## config.mk

```make
export PLATFORM = sky130hd
export DESIGN_NAME = imem_loader
export DESIGN_NICKNAME = d
export VERILOG_FILES = /design/src/rtl/imem_loader.sv
export SDC_FILE = /design/constraint.sdc
export NUM_CORES = 1
export LEC_CHECK = 0
export BUFFER_PORTS_ARGS = -buffer_cell sky130_fd_sc_hd__buf_2
export CAP_MARGIN = 20
export CELL_PAD_IN_SITES_DETAIL_PLACEMENT = 1
export CELL_PAD_IN_SITES_GLOBAL_PLACEMENT = 2
export CORE_MARGIN = 3
export CORE_UTILIZATION = 28
export CTS_CLUSTER_DIAMETER = 30
export CTS_CLUSTER_SIZE = 28
export DETAILED_ROUTE_END_ITERATION = 16
export GPL_ROUTABILITY_DRIVEN = 0
export HOLD_SLACK_MARGIN = 0.02
export PLACE_DENSITY_LB_ADDON = 0.1
export RECOVER_POWER = 25
export SLEW_MARGIN = 0
export SYNTH_ARGS = -nofsm -noshare
export SYNTH_HDL_FRONTEND = slang
export SYNTH_SLANG_ARGS = --single-unit
```

## constraint.sdc

```tcl
create_clock -name clk -period 2.57 [get_ports clk]
set_input_delay 0.514 -clock clk [delete_from_list [all_inputs] [get_ports clk]]
set_output_delay 0.514 -clock clk [all_outputs]
set_load 0.02 [all_outputs]
```

## src/rtl/imem_loader.sv

```systemverilog
// imem_loader: streams 32-bit instruction words into a byte-wide instruction
// memory write port, little-endian, one byte per cycle, while holding the core.
module imem_loader #(
   parameter int SIZE  = 64,
   parameter int CNT_W = $clog2(SIZE/4)+1
) (
   input  logic             clk,
   input  logic             rst_n,
   input  logic             start,
   input  logic [63:0]      base_adr,
   input  logic             in_valid,
   output logic             in_ready,
   input  logic [31:0]      in_word,
   input  logic             in_last,
   output logic             mem_we,
   output logic [63:0]      mem_adr,
   output logic [7:0]       mem_data,
   output logic             busy,
   output logic             done,
   output logic             err,
   output logic [CNT_W-1:0] words_loaded
);

   // Highest byte address at which a whole word still fits in the memory.
   localparam logic [63:0] LAST_WORD_ADR = 64'(SIZE - 4);

   typedef enum logic [2:0] {
      S_IDLE  = 3'd0,
      S_WAIT  = 3'd1,
      S_WRITE = 3'd2,
      S_DONE  = 3'd3,
      S_ERR   = 3'd4
   } state_t;

   state_t           state_q, state_d;
   logic [63:0]      ptr_q, ptr_d;
   logic [1:0]       byte_idx_q, byte_idx_d;
   logic [31:0]      word_q, word_d;
   logic             last_q, last_d;
   logic [CNT_W-1:0] words_q, words_d;

   // State register with synchronous active-low reset.
   always_ff @(posedge clk) begin
      if (!rst_n) begin
         state_q    <= S_IDLE;
         ptr_q      <= 64'd0;
         byte_idx_q <= 2'd0;
         word_q     <= 32'd0;
         last_q     <= 1'b0;
         words_q    <= '0;
      end else begin
         state_q    <= state_d;
         ptr_q      <= ptr_d;
         byte_idx_q <= byte_idx_d;
         word_q     <= word_d;
         last_q     <= last_d;
         words_q    <= words_d;
      end
   end

   // Next-state logic: session start/validation, word accept, byte sequencing.
   always_comb begin
      state_d    = state_q;
      ptr_d      = ptr_q;
      byte_idx_d = byte_idx_q;
      word_d     = word_q;
      last_d     = last_q;
      words_d    = words_q;
      case (state_q)
         S_IDLE, S_DONE, S_ERR: begin
            if (start) begin
               words_d = '0;
               // A misaligned base or one with no room for a word aborts at once.
               if ((base_adr[1:0] != 2'b00) || (base_adr > LAST_WORD_ADR)) begin
                  state_d = S_ERR;
               end else begin
                  ptr_d   = base_adr;
                  state_d = S_WAIT;
               end
            end else begin
               state_d = state_q;
            end
         end
         S_WAIT: begin
            if (in_valid) begin
               if (ptr_q <= LAST_WORD_ADR) begin
                  word_d     = in_word;
                  last_d     = in_last;
                  byte_idx_d = 2'd0;
                  state_d    = S_WRITE;
               end else begin
                  // Memory full and the source still offers data: overflow.
                  state_d = S_ERR;
               end
            end else begin
               state_d = S_WAIT;
            end
         end
         S_WRITE: begin
            byte_idx_d = byte_idx_q + 2'd1;
            if (byte_idx_q == 2'd3) begin
               ptr_d   = ptr_q + 64'd4;
               words_d = words_q + CNT_W'(1);
               state_d = last_q ? S_DONE : S_WAIT;
            end else begin
               state_d = S_WRITE;
            end
         end
         default: begin
            state_d = S_IDLE;
         end
      endcase
   end

   // Outputs decoded purely from registered state; address/data forced to 0 when idle.
   always_comb begin
      in_ready     = 1'b0;
      mem_we       = 1'b0;
      mem_adr      = 64'd0;
      mem_data     = 8'd0;
      busy         = (state_q == S_WAIT) || (state_q == S_WRITE);
      done         = (state_q == S_DONE);
      err          = (state_q == S_ERR);
      words_loaded = words_q;
      if (state_q == S_WAIT) begin
         in_ready = (ptr_q <= LAST_WORD_ADR);
      end else begin
         in_ready = 1'b0;
      end
      if (state_q == S_WRITE) begin
         mem_we   = 1'b1;
         mem_adr  = ptr_q + {62'd0, byte_idx_q};
         mem_data = word_q[{byte_idx_q, 3'b000} +: 8];
      end else begin
         mem_we   = 1'b0;
         mem_adr  = 64'd0;
         mem_data = 8'd0;
      end
   end

endmodule

```

Word-level counts from Yosys, hierarchy flattened
Index checks and enable logic that the tools add are counted.
{"block": "word_totals", "regBits": 107, "in_bits": 101, "out_inout_bits": 82, "word_cells": 55}
{"block": "classes", "n_addsub": 4, "order_cmp": 2, "n_eq_ne": 10, "shifts": 1, "n_mux": 21, "n_reduce_logical": 11}
{"operator": "$mux W64", "n": 4}
{"operator": "$pmux W64 S2", "n": 1}
{"operator": "$add A64 B2 Y64", "n": 1}
{"operator": "$add A64 B3 Y64 const B", "n": 1}
{"operator": "$gt A64 B6 Y1 const B", "n": 1}
{"operator": "$le A64 B6 Y1 const B", "n": 1}
{"operator": "$shiftx A32 B6 Y8", "n": 1}
{"operator": "$mux W3", "n": 4}
{"operator": "$mux W5", "n": 2}
{"operator": "$ne A2 B2 Y1 const B", "n": 5}
{"operator": "$pmux W5 S2", "n": 1}
{"operator": "$pmux W3 S3", "n": 1}
{"operator": "$reduce_and A3 Y1", "n": 3}
{"operator": "$mux W2", "n": 4}
{"operator": "$mux W8", "n": 1}
{"operator": "$eq A3 B2 Y1 const B", "n": 2}
{"operator": "$reduce_bool A2 Y1", "n": 3}
{"operator": "$add A5 B1 Y5 const B", "n": 1}
{"operator": "$pmux W2 S2", "n": 1}
{"operator": "$reduce_and A4 Y1", "n": 1}
{"operator": "$eq A3 B1 Y1 const B", "n": 1}
{"operator": "$eq A3 B3 Y1 const B", "n": 1}
{"operator": "$logic_not A3 Y1", "n": 1}
{"operator": "$reduce_or A3 Y1", "n": 1}
{"operator": "other kinds (4)", "n": 6}

Longest topological paths before layout
Gate-level depths: netlist of the first run.
{"block": "depth", "ltp_word": 5, "depth_mapped": 10, "ltp_nobuf": 7}

Worst setup path after synthesis of the first run
OpenSTA, ideal clock, no wires.
{"block": "synth_timing", "path_type": "reg2out", "start": "register ptr_q[3]", "end": "output port mem_adr[38]", "t_arrival_ps": 2332, "t_required_ps": 2056, "path_slack_ps": -276, "path_stages_with_launch": 9, "n_path_buf": 1, "cell_sequence": "dfxtp_1 > ha_1 > and4_1 > nand4_2 > clkbuf_1 > nor4_1 > nand2_1 > xor2_1 > nor2_1"}
{"block": "synth_via", "elab_chain_cells": 2}
{"item": "start, declared", "line_no": "36", "source": "logic [63:0] ptr_q, ptr_d;"}
{"item": "start signal, assigned", "line_no": "53", "source": "ptr_q <= ptr_d;"}
{"item": "$add A64 B2 Y64", "line_no": "132", "source": "mem_adr = ptr_q + {62'd0, byte_idx_q};"}
{"item": "$mux W64", "line_no": "130", "source": "if (state_q == S_WRITE) begin"}
{"item": "end, declared", "line_no": "16", "source": "output logic [63:0] mem_adr,"}
No other way between the ends.

Final worst setup path of the first run
{"block": "layout_timing", "start": "register ptr_q[9]", "end": "output port mem_adr[45]"}
The elaborated chain is that of the path after synthesis.

==> key figures, run 1 <==
Power and ir drop
  – Sw frac: 0.281
  – Sequential Power Share: 0.480
  – Internal Power: between 2 and 2.5 mW
  – Combinational fraction of design power: 0.061
  – Lkg Pwr: between 5 and 6 nW
  – Sw Pwr: 963 uW
  – Pwr dens: around 270 nW/um^2
  – Clock power frac: 0.458
  – Worst vdd ir: 299 uV

STA
  – Final slew viol count: 0
  – Setup Viol. Count Final: 88
  – Tightest hold margin: between 300 and 400 ps
  – Setup TNS: -18030 ps
  – Max frequency: ~0.33 GHz
  – Final Critical Period: roughly 3100 ps
  – Final setup margin: -500 ps
  – Clk_skew: about 17 ps
  – Actual slew at the worst max-slew pin: ~740 ps
  – Relative slew slack: 0.499
  – Fin crit share: 1.19
  – Final Hold Fails: 0
  – Setup repair after global routing missed its margin: yes

GRT
  – Total grt overflow: 0
  – Routing usage on met3: 0.0282
  – First-pass GRT wire length: 56.9 mm
  – M1 GR Usage: 0.311
  – Largest net degree at the start of global routing: 53
  – M2 GR Usage: 0.415
  – Most used routing layer in global routing: met2
  – Vias in the first global route: between 9000 and 10000
  – Initial antenna violation count: 2
  – Overall routing resource usage: 0.236

Status
  – Failing checks: setup timing
  – Status: finished with violations

Synth
  – Yosys cell types: 72
  – Synth Register Bits: 107
  – Syn Inst Count: about 1100
  – Synth cell count leaders: 150 x nor2_1, 107 x dfxtp_1, 97 x nand2_1
  – Avg Inst Size Synth: 7.36 sq um
  – Most frequent cell after synthesis: nor2_1
  – Synth top area share: 0.271
  – Post-synth EDFFs: 0
  – Cell Area, Synth: a little under 8000 sq um
  – Sequential share of the synthesized area: 0.271
  – Top_reg_cell synth: dfxtp_1
  – Yosys warning count: 0
  – Post-synth ARST share: 0
  – Synth top area cells: dfxtp_1 27%, nor2_1 7.1%, a21oi_1 4.8%
  – Net Count, Synth: between 1000 and 1500
  – Yosys top cell by area: dfxtp_1

Placed design
  – Area post-placement: 10800 sq um
  – Worst slack at placement: -213 ps
  – Dpl hpwl: approximately 27 mm
  – Placed cells: about 1700
  – IO Port Bufs: between 150 and 200

Route
  – Total number of vias: 9527
  – Via-to-Cell Ratio: about 5.3
  – Antenna violation net count after detailed routing: 0
  – Routed WL per cell: approximately 21 um
  – Iteration-0 DRC Markers: 507
  – Number of remaining DRC errors: 0
  – 1st-pass router iterations: 5
  – Routed Wire Length: approximately 37 mm

Final layout
  – Final-stage net count: about 1500
  – Ratio of cells with drive above 1 in the final layout: 0.470
  – # diodes: 0
  – Fin area: between 10000 and 15000 sq um
  – Area growth syn-to-layout: 62.6%
  – Fill count: 3297
  – Fin cells: around 1800

Min path
  – Startpoint of the lowest-slack hold path: in_word[14]
  – HP Class: input port to flip-flop
  – WHS Endpoint: word_q[14]
  – Worst hold stages: 3

Critical path
  – RR Endpoint: word_q[9]
  – Reg2reg start: ptr_q[16]
  – Crit path required time: about 2100 ps
  – Critical setup path kind: flip-flop to output port
  – R2r setup slk: -100 ps
  – Worst EP arrival: roughly 2600 ps
  – Worst-path maximum fanout: 4
  – Reg2Reg Depth: 12
  – Startpoint types: flip-flop
  – Worst setup EP type: output port

Floorplanning
  – Num ports: 183
  – Total core area: between 20000 and 30000 sq um
  – Die Width: about 170 um
  – Starting Density: 0.289
  – Die area: between 30000 and 40000 sq um
  – FP Rows: 60
  – Chip height: roughly 170 um

Clocking
  – Clk root buf: clkbuf_16
  – Worst skew pair latency: 380 ps
  – TritonCTS buffer count: 9
  – Hold buffers post-CTS: 0
  – Clock Pin Slew Worst Setup and Hold Paths: about 100 ps
  – CTS tree: done
  – Clock sinks: ~110
  – H-tree Lvls: 3
  – Number of buffers on the longest clock path: 2

Run
  – Max cap viols: 0
-- state kept, by name, indices dropped and copies added, names as in the netlist --
register / count
state_q: 3
last_q: 1
word_q: 32
byte_idx_q: 2
ptr_q: 64
words_loaded: 5
-- worst max-delay path by stage --
stage	cells past startpoint	start	endpoint	slack, ps
2_1_floorplan	7	state_q[2]	mem_adr[11]	-40
4_1_cts	7	ptr_q[9]	mem_adr[61]	-520
5_1_grt	7	ptr_q[9]	mem_adr[45]	-580
3_5_place_dp	8	ptr_q[52]	in_ready	-210
6_report	7	ptr_q[9]	mem_adr[45]	-500
3_3_place_gp	9	ptr_q[13]	mem_adr[37]	-270
-- timing repair --
action / in CTS / in global routing
cloned: 0 / 1
setup buffers: 37 / 22
pin swaps: 71 / 61
endpoints found under the setup margin: 90 / 102
resized for setup: 228 / 116
-- power groups by stage --
stage	Sequential [mW]	Combinational (mW)	Clock (mW)
after floorplan	1.70	0.0680	0
after global routing	1.65	0.229	1.67
after detailed placement	1.70	0.211	0
final	1.65	0.210	1.57
after CTS	1.65	0.212	1.60
after global placement	1.70	0.210	0
-- stage by stage --
stage | total power [mW] | utilization
2_1_floorplan | 1.77 | -
3_5_place_dp | 1.91 | 0.396
4_1_cts | 3.46 | 0.448
3_3_place_gp | 1.91 | 0.396
5_1_grt | 3.54 | 0.470
6_report | 3.43 | 0.470
-- kinds of logic after synthesis --
group / after synthesis / synth area share
flops: 107 / 0.271
simple gates: 526 / 0.355
fa+ha+maj: 6 / 0.0104
mux: 42 / 0.0658
compound gates: 218 / 0.171
xor+xnor: 58 / 0.0643
buf+inv: 117 / 0.0625
-- critical path, cell delays in order, from the launching register on --
cell and delay (ps):
dfxtp_4 370, nand4_4 120, or4_4 520, or4_4 610
nor3_4 200, xnor2_2 160, nor2_2 40, buf_2 160
-- cell type report --
type,instances,area [sq um],area share
clock buffer,9,225,0.0175
inverter,7,31.3,0.00243
timing repair buffer,457,3560,0.277
tap,372,465,0.0362
multi-input combinational,850,6250,0.486
clock inverter,7,98.8,0.00769
sequential,107,2230,0.173
-- placed cells by master, fill, tap and decap left out, drive strengths merged, types with 13 or more instances in the layout --
cell type,n
a21oi,77
and2,19
and3,18
and4,16
buf,445
clkbuf,21
dfxtp,107
mux2i,34
nand2,97
nand3,53
nand4,45
nor2,150
nor3,29
nor4,48
o21a,13
o21ai,48
o31ai,13
or3,18
xnor2,17
xor2,41
-- per-layer routing --
metal | up-vias | share of wire
met4 | 4 | 0.023
met2 | 189 | 0.50
met3 | 42 | 0.036
met5 | - | 0.00062
met1 | 4681 | 0.44
li1 | 4611 | -
No activity file was read; power rests on OpenSTA's default activity.
==> run 2: changes to the inputs <==
CTS_BUF_LIST = sky130_fd_sc_hd__clkbuf_2   (was unset)
==> run 2 against run 1 <==
  * The run still ends with setup timing left
  * Die area unchanged
  * Combinational power grew 23%
  * Non-clock buffer count rose by 63
  * Routed wire length increased by 5.0%
  * Setup slack lost 490 ps
  * First-iteration DRC count up 27%
  * Total power fell by 15%
  * Worst hold slack lost 270 ps
  * Clock skew grew 52 ps
  * Sequential cell count did not move
  * Critical endpoint is now mem_adr[61]
==> key figures, run 2 (synthesis results as in run 1) <==
Status
  – Status: finished with violations
  – Failing checks: setup timing

Placed design
  – Area post-placement: 10800 sq um (unchanged)
  – Dpl hpwl: 26.9 mm (unchanged)
  – IO Port Bufs: 182 (unchanged)

STA
  – Tightest hold margin: 92.7 ps (-269 ps)
  – Setup TNS: -46050 ps (-28020 ps)
  – Relative slew slack: 0.488 (-0.0102)
  – Final Hold Fails: 0 (unchanged)
  – Max frequency: 0.281 GHz (-14%)
  – Fin crit share: 1.38 (+0.190)
  – Clk_skew: 68.4 ps (+51.8 ps)
  – Setup Viol. Count Final: 80 (-9.1%)
  – Final slew viol count: 0 (unchanged)
  – Final setup margin: -989 ps (-489 ps)
  – Actual slew at the worst max-slew pin: 757 ps (+15.1 ps)
  – Setup repair after global routing missed its margin: yes
  – Final Critical Period: 3560 ps (+489 ps)

Clocking
  – Clock Pin Slew Worst Setup and Hold Paths: 420 ps (+320 ps)
  – Number of buffers on the longest clock path: 2 (unchanged)
  – Worst skew pair latency: 760 ps (+380 ps)
  – Clk root buf: clkbuf_2
  – Clock sinks: 107 (unchanged)
  – H-tree Lvls: 3 (unchanged)
  – TritonCTS buffer count: 9 (unchanged)
  – CTS tree: done

Power and ir drop
  – Worst vdd ir: 205 uV (-32%)
  – Design Power: 2.92 mW (-15%)
  – Internal Power: 1.99 mW (-19%)
  – Sw frac: 0.320 (+0.0387)
  – Pwr dens: 217 nW/um^2 (-19%)
  – Lkg Pwr: 5.84 nW (+5.6%)
  – Sw Pwr: 934 uW (-3.0%)
  – Combinational fraction of design power: 0.088 (+0.027)
  – Clock power frac: 0.345 (-0.113)
  – Sequential Power Share: 0.566 (+0.086)

Critical path
  – Worst setup EP type: output port
  – Reg2reg start: byte_idx_q[0]
  – Startpoint types: flip-flop
  – Cell repeated most along the worst path: or4_4
  – Worst-path maximum fanout: 4 (unchanged)
  – Reg2Reg Depth: 10 (-2)
  – Critical setup path kind: flip-flop to output port
  – Slowest cell on crit path: or4_4
  – Worst path cell trace: nand4_4 -> or4_4 -> or4_4 -> nor3_4 -> xnor2_2 -> nor2_2 -> buf_6
  – Worst EP arrival: 3050 ps (+490 ps)
  – Worst path max stage delay: 630 ps (+20 ps)
  – Setup crit start: ptr_q[13]
  – Crit path required time: 2060 ps (about the same)

GRT
  – First-pass GRT wire length: 59.1 mm (+3.9%)
  – Total grt overflow: 0 (unchanged)
  – Overall routing resource usage: 0.247 (+0.0104)
  – Vias in the first global route: 10000 (+2.9%)
  – Initial antenna violation count: 3 (+1)
  – Largest net degree at the start of global routing: 47 (-11%)

Final layout
  – Final-stage net count: 1602 (+4.1%)
  – Area growth syn-to-layout: 70.2%
  – Fin area: 13500 sq um (+4.7%)
  – Commonest non-fill, non-tap cells in the layout: 272 x buf_4, 125 x nor2_1, 106 x buf_2, 78 x nand2_1, 76 x buf_6
  – Largest register FFs: 64 (unchanged)
  – Ratio of cells with drive above 1 in the final layout: 0.478 (+0.00758)
  – Largest Register: ptr_q
  – Commonest non-fill, non-tap cell in the layout: buf_4

Floorplanning
  – Chip height: 174 um (unchanged)
  – Die Width: 174 um (unchanged)
  – Total core area: 27300 sq um (unchanged)
  – Num ports: 183 (unchanged)
  – Die area: 30300 sq um (unchanged)
  – Starting Density: 0.289 (unchanged)
  – FP Rows: 60 (unchanged)

Route
  – Via-to-Cell Ratio: 5.26 (about the same)
  – Antenna violation net count after detailed routing: 0 (unchanged)
  – Iteration-0 DRC Markers: 644 (+27%)
  – Routed Wire Length: 39.2 mm (+5.0%)
  – DRT met1 WL: 17.4 mm (+4.7%)
  – Routed wl met2: 19.7 mm (+6.4%)
  – Number of remaining DRC errors: 0 (unchanged)
  – Total number of vias: 9864 (+3.5%)
  – Routed WL per cell: 20.9 um (+1.3%)
  – Top Layer Used: met5
  – 1st-pass router iterations: 5 (unchanged)
  – Wire length on met3: 1.26 mm (-6.4%)

Min path
  – Startpoint of the lowest-slack hold path: start
  – Worst hold stages: 3 (unchanged)
  – HP Class: input port to flip-flop

Run
  – Max cap viols: 0 (unchanged)
-- run 2: cell count changes in the layout (fill, tap and decap cells not counted), sizes merged --
cell         before  now
bufbuf            0    2
inv              12   11
clkinv            2    3
buf             445  476
dlygate4sd3       0   35
diode             0    2
clkbuf           21   16
-- run 2: worst max-delay path: cells and delay by family, from the launching register on --
family	cells	cell delay, ps
AND/OR/NAND/NOR	5	1590
flip-flops	1	460
XOR/XNOR	1	150
buffers and inverters	1	140
-- run 2: layout make-up --
class	instances	area (sq um)
well taps	372	465
inverters	7	46.3
repair buffers	520	4330
fillers	3280	13900
diodes	2	5.00
clock buffers	9	45.0
flip-flops and latches	107	2240
clock inverters	7	98.8
multi-input cells	850	6220
-- run 2: worst paths after layout --
kind	slack, ps	to
setup / recovery	-990	mem_adr[61]
setup reg to reg	-100	ptr_q[11]
hold / removal	90	state_q[2]
hold reg to reg	520	words_loaded[1]
-- run 2: repair_timing --
action / 4_1_cts / 5_1_grt
gates resized for setup: 301 / 107
hold buffers: 35 / 0
pin swaps: 98 / 77
setup buffers: 45 / 37
endpoints found under the setup margin: 82 / 77
hold endpoints to repair: 35 / 0
cloned: 4 / 2
-- run 2: layer usage --
metal,vias up,track usage
met5,-,0
met4,2,0.0586
met3,47,0.0275
met2,209,0.435
met1,4867,0.322
li1,4739,-
-- run 2: per-stage QoR --
stage | worst slack (ps) | utilization | cells
2_1_floorplan | -41.2 | - | 1074
3_3_place_gp | -268 | 0.396 | 1744
3_5_place_dp | -213 | 0.396 | 1744
4_1_cts | -928 | 0.471 | 1843
5_1_grt | -1070 | 0.492 | 1874
6_report | -989 | 0.492 | 1874
-- run 2: power by group through the flow --
stage / Combinational (mW) / Sequential [mW] / Clock [mW]
3_3_place_gp: 0.210 / 1.70 / 0
3_5_place_dp: 0.211 / 1.70 / 0
2_1_floorplan: 0.0680 / 1.70 / 0
6_report: 0.259 / 1.66 / 1.01
5_1_grt: 0.282 / 1.66 / 1.09
4_1_cts: 0.258 / 1.66 / 1.02
==> run 3: changes to the inputs <==
PLACE_DENSITY_LB_ADDON = 0.05   (was 0.1)
==> run 3 against run 2 <==
  * The flow still finishes with violations (setup timing)
  * Design area decreased by 3.0%
  * Sequential cell count unchanged
  * Highest routed layer unchanged
  * Setup slack improved by 110 ps
  * Worst hold slack got worse by 6.9 ps
==> key figures, run 3 (synthesis results as in run 1) <==
Route
  – Routed Wire Length: 37.7 mm (-3.9%)
  – Via-to-Cell Ratio: 5.20 (-1.1%)
  – Number of remaining DRC errors: 0 (unchanged)
  – Total number of vias: 9659 (-2.1%)
  – Routed WL per cell: 20.3 um (-3.0%)
  – Iteration-0 DRC Markers: 531 (-18%)
  – Antenna violation net count after detailed routing: 0 (unchanged)
  – 1st-pass router iterations: 4 (-1)

Power and ir drop
  – Pwr dens: 225 nW/um^2 (+3.7%)
  – Internal Power: 2.00 mW (+0.76%)
  – Sw frac: 0.318 (-0.00131)
  – Lkg Pwr: 5.68 nW (-2.8%)
  – Sequential Power Share: 0.565 (about the same)
  – Combinational fraction of design power: 0.093 (+0.005)
  – Clock power frac: 0.343 (-0.002)
  – Sw Pwr: 936 uW (+0.16%)
  – Worst vdd ir: 202 uV (-1.3%)

Critical path
  – Crit path required time: 2060 ps (about the same)
  – Worst-path maximum fanout: 4 (unchanged)
  – Setup crit start: ptr_q[10]
  – Startpoint types: flip-flop
  – Worst Path Buf+Inv: 1 (unchanged)
  – Reg2reg start: byte_idx_q[0]
  – Cell repeated most along the worst path: or4_4
  – CP Capture Point: mem_adr[45]
  – Reg2Reg Depth: 12 (+2)
  – CP top delay family: simple AND/OR/NAND/NOR gates
  – Worst path cell trace: nand4_4 -> or4_4 -> or4_4 -> nor3_4 -> xnor2_2 -> nor2_2 -> buf_6
  – Worst setup EP type: output port
  – Slowest cell on crit path: or4_4
  – R2r setup slk: -140 ps (-40 ps)
  – Worst path max stage delay: 540 ps (-90 ps)
  – Worst EP arrival: 2940 ps (-110 ps)
  – Cell depth of the worst setup path: 7 (unchanged)
  – Critical setup path kind: flip-flop to output port
  – RR Endpoint: ptr_q[12]

Min path
  – Worst hold stages: 3 (unchanged)
  – HP Class: input port to flip-flop

Floorplanning
  – FP Rows: 60 (unchanged)
  – Total core area: 27300 sq um (unchanged)
  – Die Width: 174 um (unchanged)
  – Starting Density: 0.289 (unchanged)
  – Num ports: 183 (unchanged)
  – Die area: 30300 sq um (unchanged)
  – Chip height: 174 um (unchanged)

Clocking
  – Number of buffers on the longest clock path: 2 (unchanged)
  – Clock Pin Slew Worst Setup and Hold Paths: 440 ps (+20 ps)
  – TritonCTS buffer count: 9 (unchanged)
  – CTS tree: done
  – Worst skew pair latency: 730 ps (-30 ps)
  – H-tree Lvls: 3 (unchanged)
  – Clock sinks: 107 (unchanged)
  – Clk root buf: clkbuf_2

Final layout
  – Fill count: 3333 (+1.6%)
  – Largest Register: ptr_q
  – Commonest non-fill, non-tap cell in the layout: buf_4
  – Largest register FFs: 64 (unchanged)
  – Fin area: 13100 sq um (-3.0%)
  – Area growth syn-to-layout: 65.1%
  – Ratio of cells with drive above 1 in the final layout: 0.464 (-0.0141)
  – Commonest non-fill, non-tap cells in the layout: 265 x buf_4, 127 x nor2_1, 108 x buf_2, 86 x nand2_1, 69 x a21oi_1
  – Final-stage net count: 1583 (-1.2%)
  – Fin cells: 1856 (-0.96%)
  – Fin util: 0.478 (-0.0147)

GRT
  – Total grt overflow: 0 (unchanged)
  – Initial antenna violation count: 4 (+1)
  – Vias in the first global route: 10200 (+1.8%)
  – First-pass GRT wire length: 59.0 mm (-0.20%)
  – Largest net degree at the start of global routing: 73 (+55%)
  – Overall routing resource usage: 0.245 (-0.00204)

STA
  – Fin crit share: 1.34 (-0.0418)
  – Final slew viol count: 0 (unchanged)
  – Relative slew slack: 0.547 (+0.0583)
  – Tightest hold margin: 85.8 ps (-6.91 ps)
  – Setup repair after global routing missed its margin: yes
  – Final Critical Period: 3450 ps (-107 ps)
  – Setup Viol. Count Final: 127 (+59%)
  – Final Hold Fails: 0 (unchanged)
  – Actual slew at the worst max-slew pin: 680 ps (-77.1 ps)
  – Clk_skew: 59.8 ps (-8.58 ps)
  – Max frequency: 0.290 GHz (+3.1%)
  – Final setup margin: -882 ps (+107 ps)

Placed design
  – Placed cells: 1747 (+0.17%)
  – Dpl hpwl: 27.0 mm (+0.14%)
  – IO Port Bufs: 182 (unchanged)
  – Area post-placement: 10900 sq um (+0.32%)

Status
  – Failing checks: setup timing
  – Status: finished with violations

Run
  – Max cap viols: 0 (unchanged)
## run 3: cell types whose count changed in the layout (fill, tap and decap cells not counted), moves of 4 or more
cell / change
dfxtp_4: -4
nand2_2: -7
nand3_4: -4
dfxtp_2: +5
buf_4: -7
nand2_1: +8
buf_6: -13
clkbuf_1: +4
nor4_1: -4
## run 3: power by group through the flow
stage          Combinational, mW  Clock (mW)  Sequential, mW
5_1_grt                    0.299        1.09            1.66
6_report                   0.272        1.01            1.66
3_3_place_gp               0.226           0            1.70
3_5_place_dp               0.226           0            1.70
2_1_floorplan             0.0680           0            1.70
4_1_cts                    0.272        1.04            1.66
## run 3: metrics by stage
| step | setup TNS [ps] | power [mW] | worst slack (ps) |
|---|---|---|---|
| global placement | -7600 | 1.93 | -289 |
| global route | -75260 | 3.05 | -1030 |
| CTS | -43310 | 2.97 | -924 |
| finish | -44460 | 2.94 | -882 |
| floorplan | -389 | 1.77 | -41.2 |
| detailed placement | -11390 | 1.93 | -381 |
## run 3: final cells by class
cell class | instances | area, sq um | share of cell area
Timing Repair Buffer | 501 | 3990 | 0.306
Clock inverter | 7 | 98.8 | 0.00757
Inverter | 7 | 35.0 | 0.00268
Multi-Input combinational cell | 850 | 6170 | 0.473
Antenna cell | 3 | 7.51 | 0.000575
Tap cell | 372 | 465 | 0.0357
Sequential cell | 107 | 2230 | 0.171
Clock buffer | 9 | 45.0 | 0.00345
## run 3: what timing repair did
item                       4_1_cts  5_1_grt
setup buffers                   46       19
cloned                           2        0
gates resized for setup        284       72
setup endpoints to repair       74       75
hold buffers                    35        0
hold endpoints to repair        35        0
pin swaps                       75       40
## run 3: worst min path at each step
stage                start    endpoint
5_1_grt        base_adr[5]    ptr_q[5]
2_1_floorplan     ptr_q[0]    ptr_q[0]
3_3_place_gp    word_q[30]  word_q[30]
6_report       base_adr[5]    ptr_q[5]
3_5_place_dp    word_q[28]  word_q[28]
4_1_cts              start  state_q[2]
## run 3: metal layers
metal | vias to the layer above | wire length (um) | track usage | share of wire
met5 | - | 11 | 0 | 0.00029
met4 | 2 | 991 | 0.0808 | 0.026
met3 | 51 | 1310 | 0.0332 | 0.035
met2 | 202 | 18100 | 0.409 | 0.48
met1 | 4707 | 17300 | 0.326 | 0.46
li1 | 4697 | - | - | -
## run 3: worst register-to-register path, delay by kind of cell (launching register included)
family | cells | cell delay, ps
AO/OA/AOI/OAI | 4 | 670
adder cells (fa/ha/maj) | 1 | 210
buffers and inverters | 5 | 1030
flip-flops | 1 | 460
multiplexers | 1 | 100
AND/OR/NAND/NOR | 1 | 170
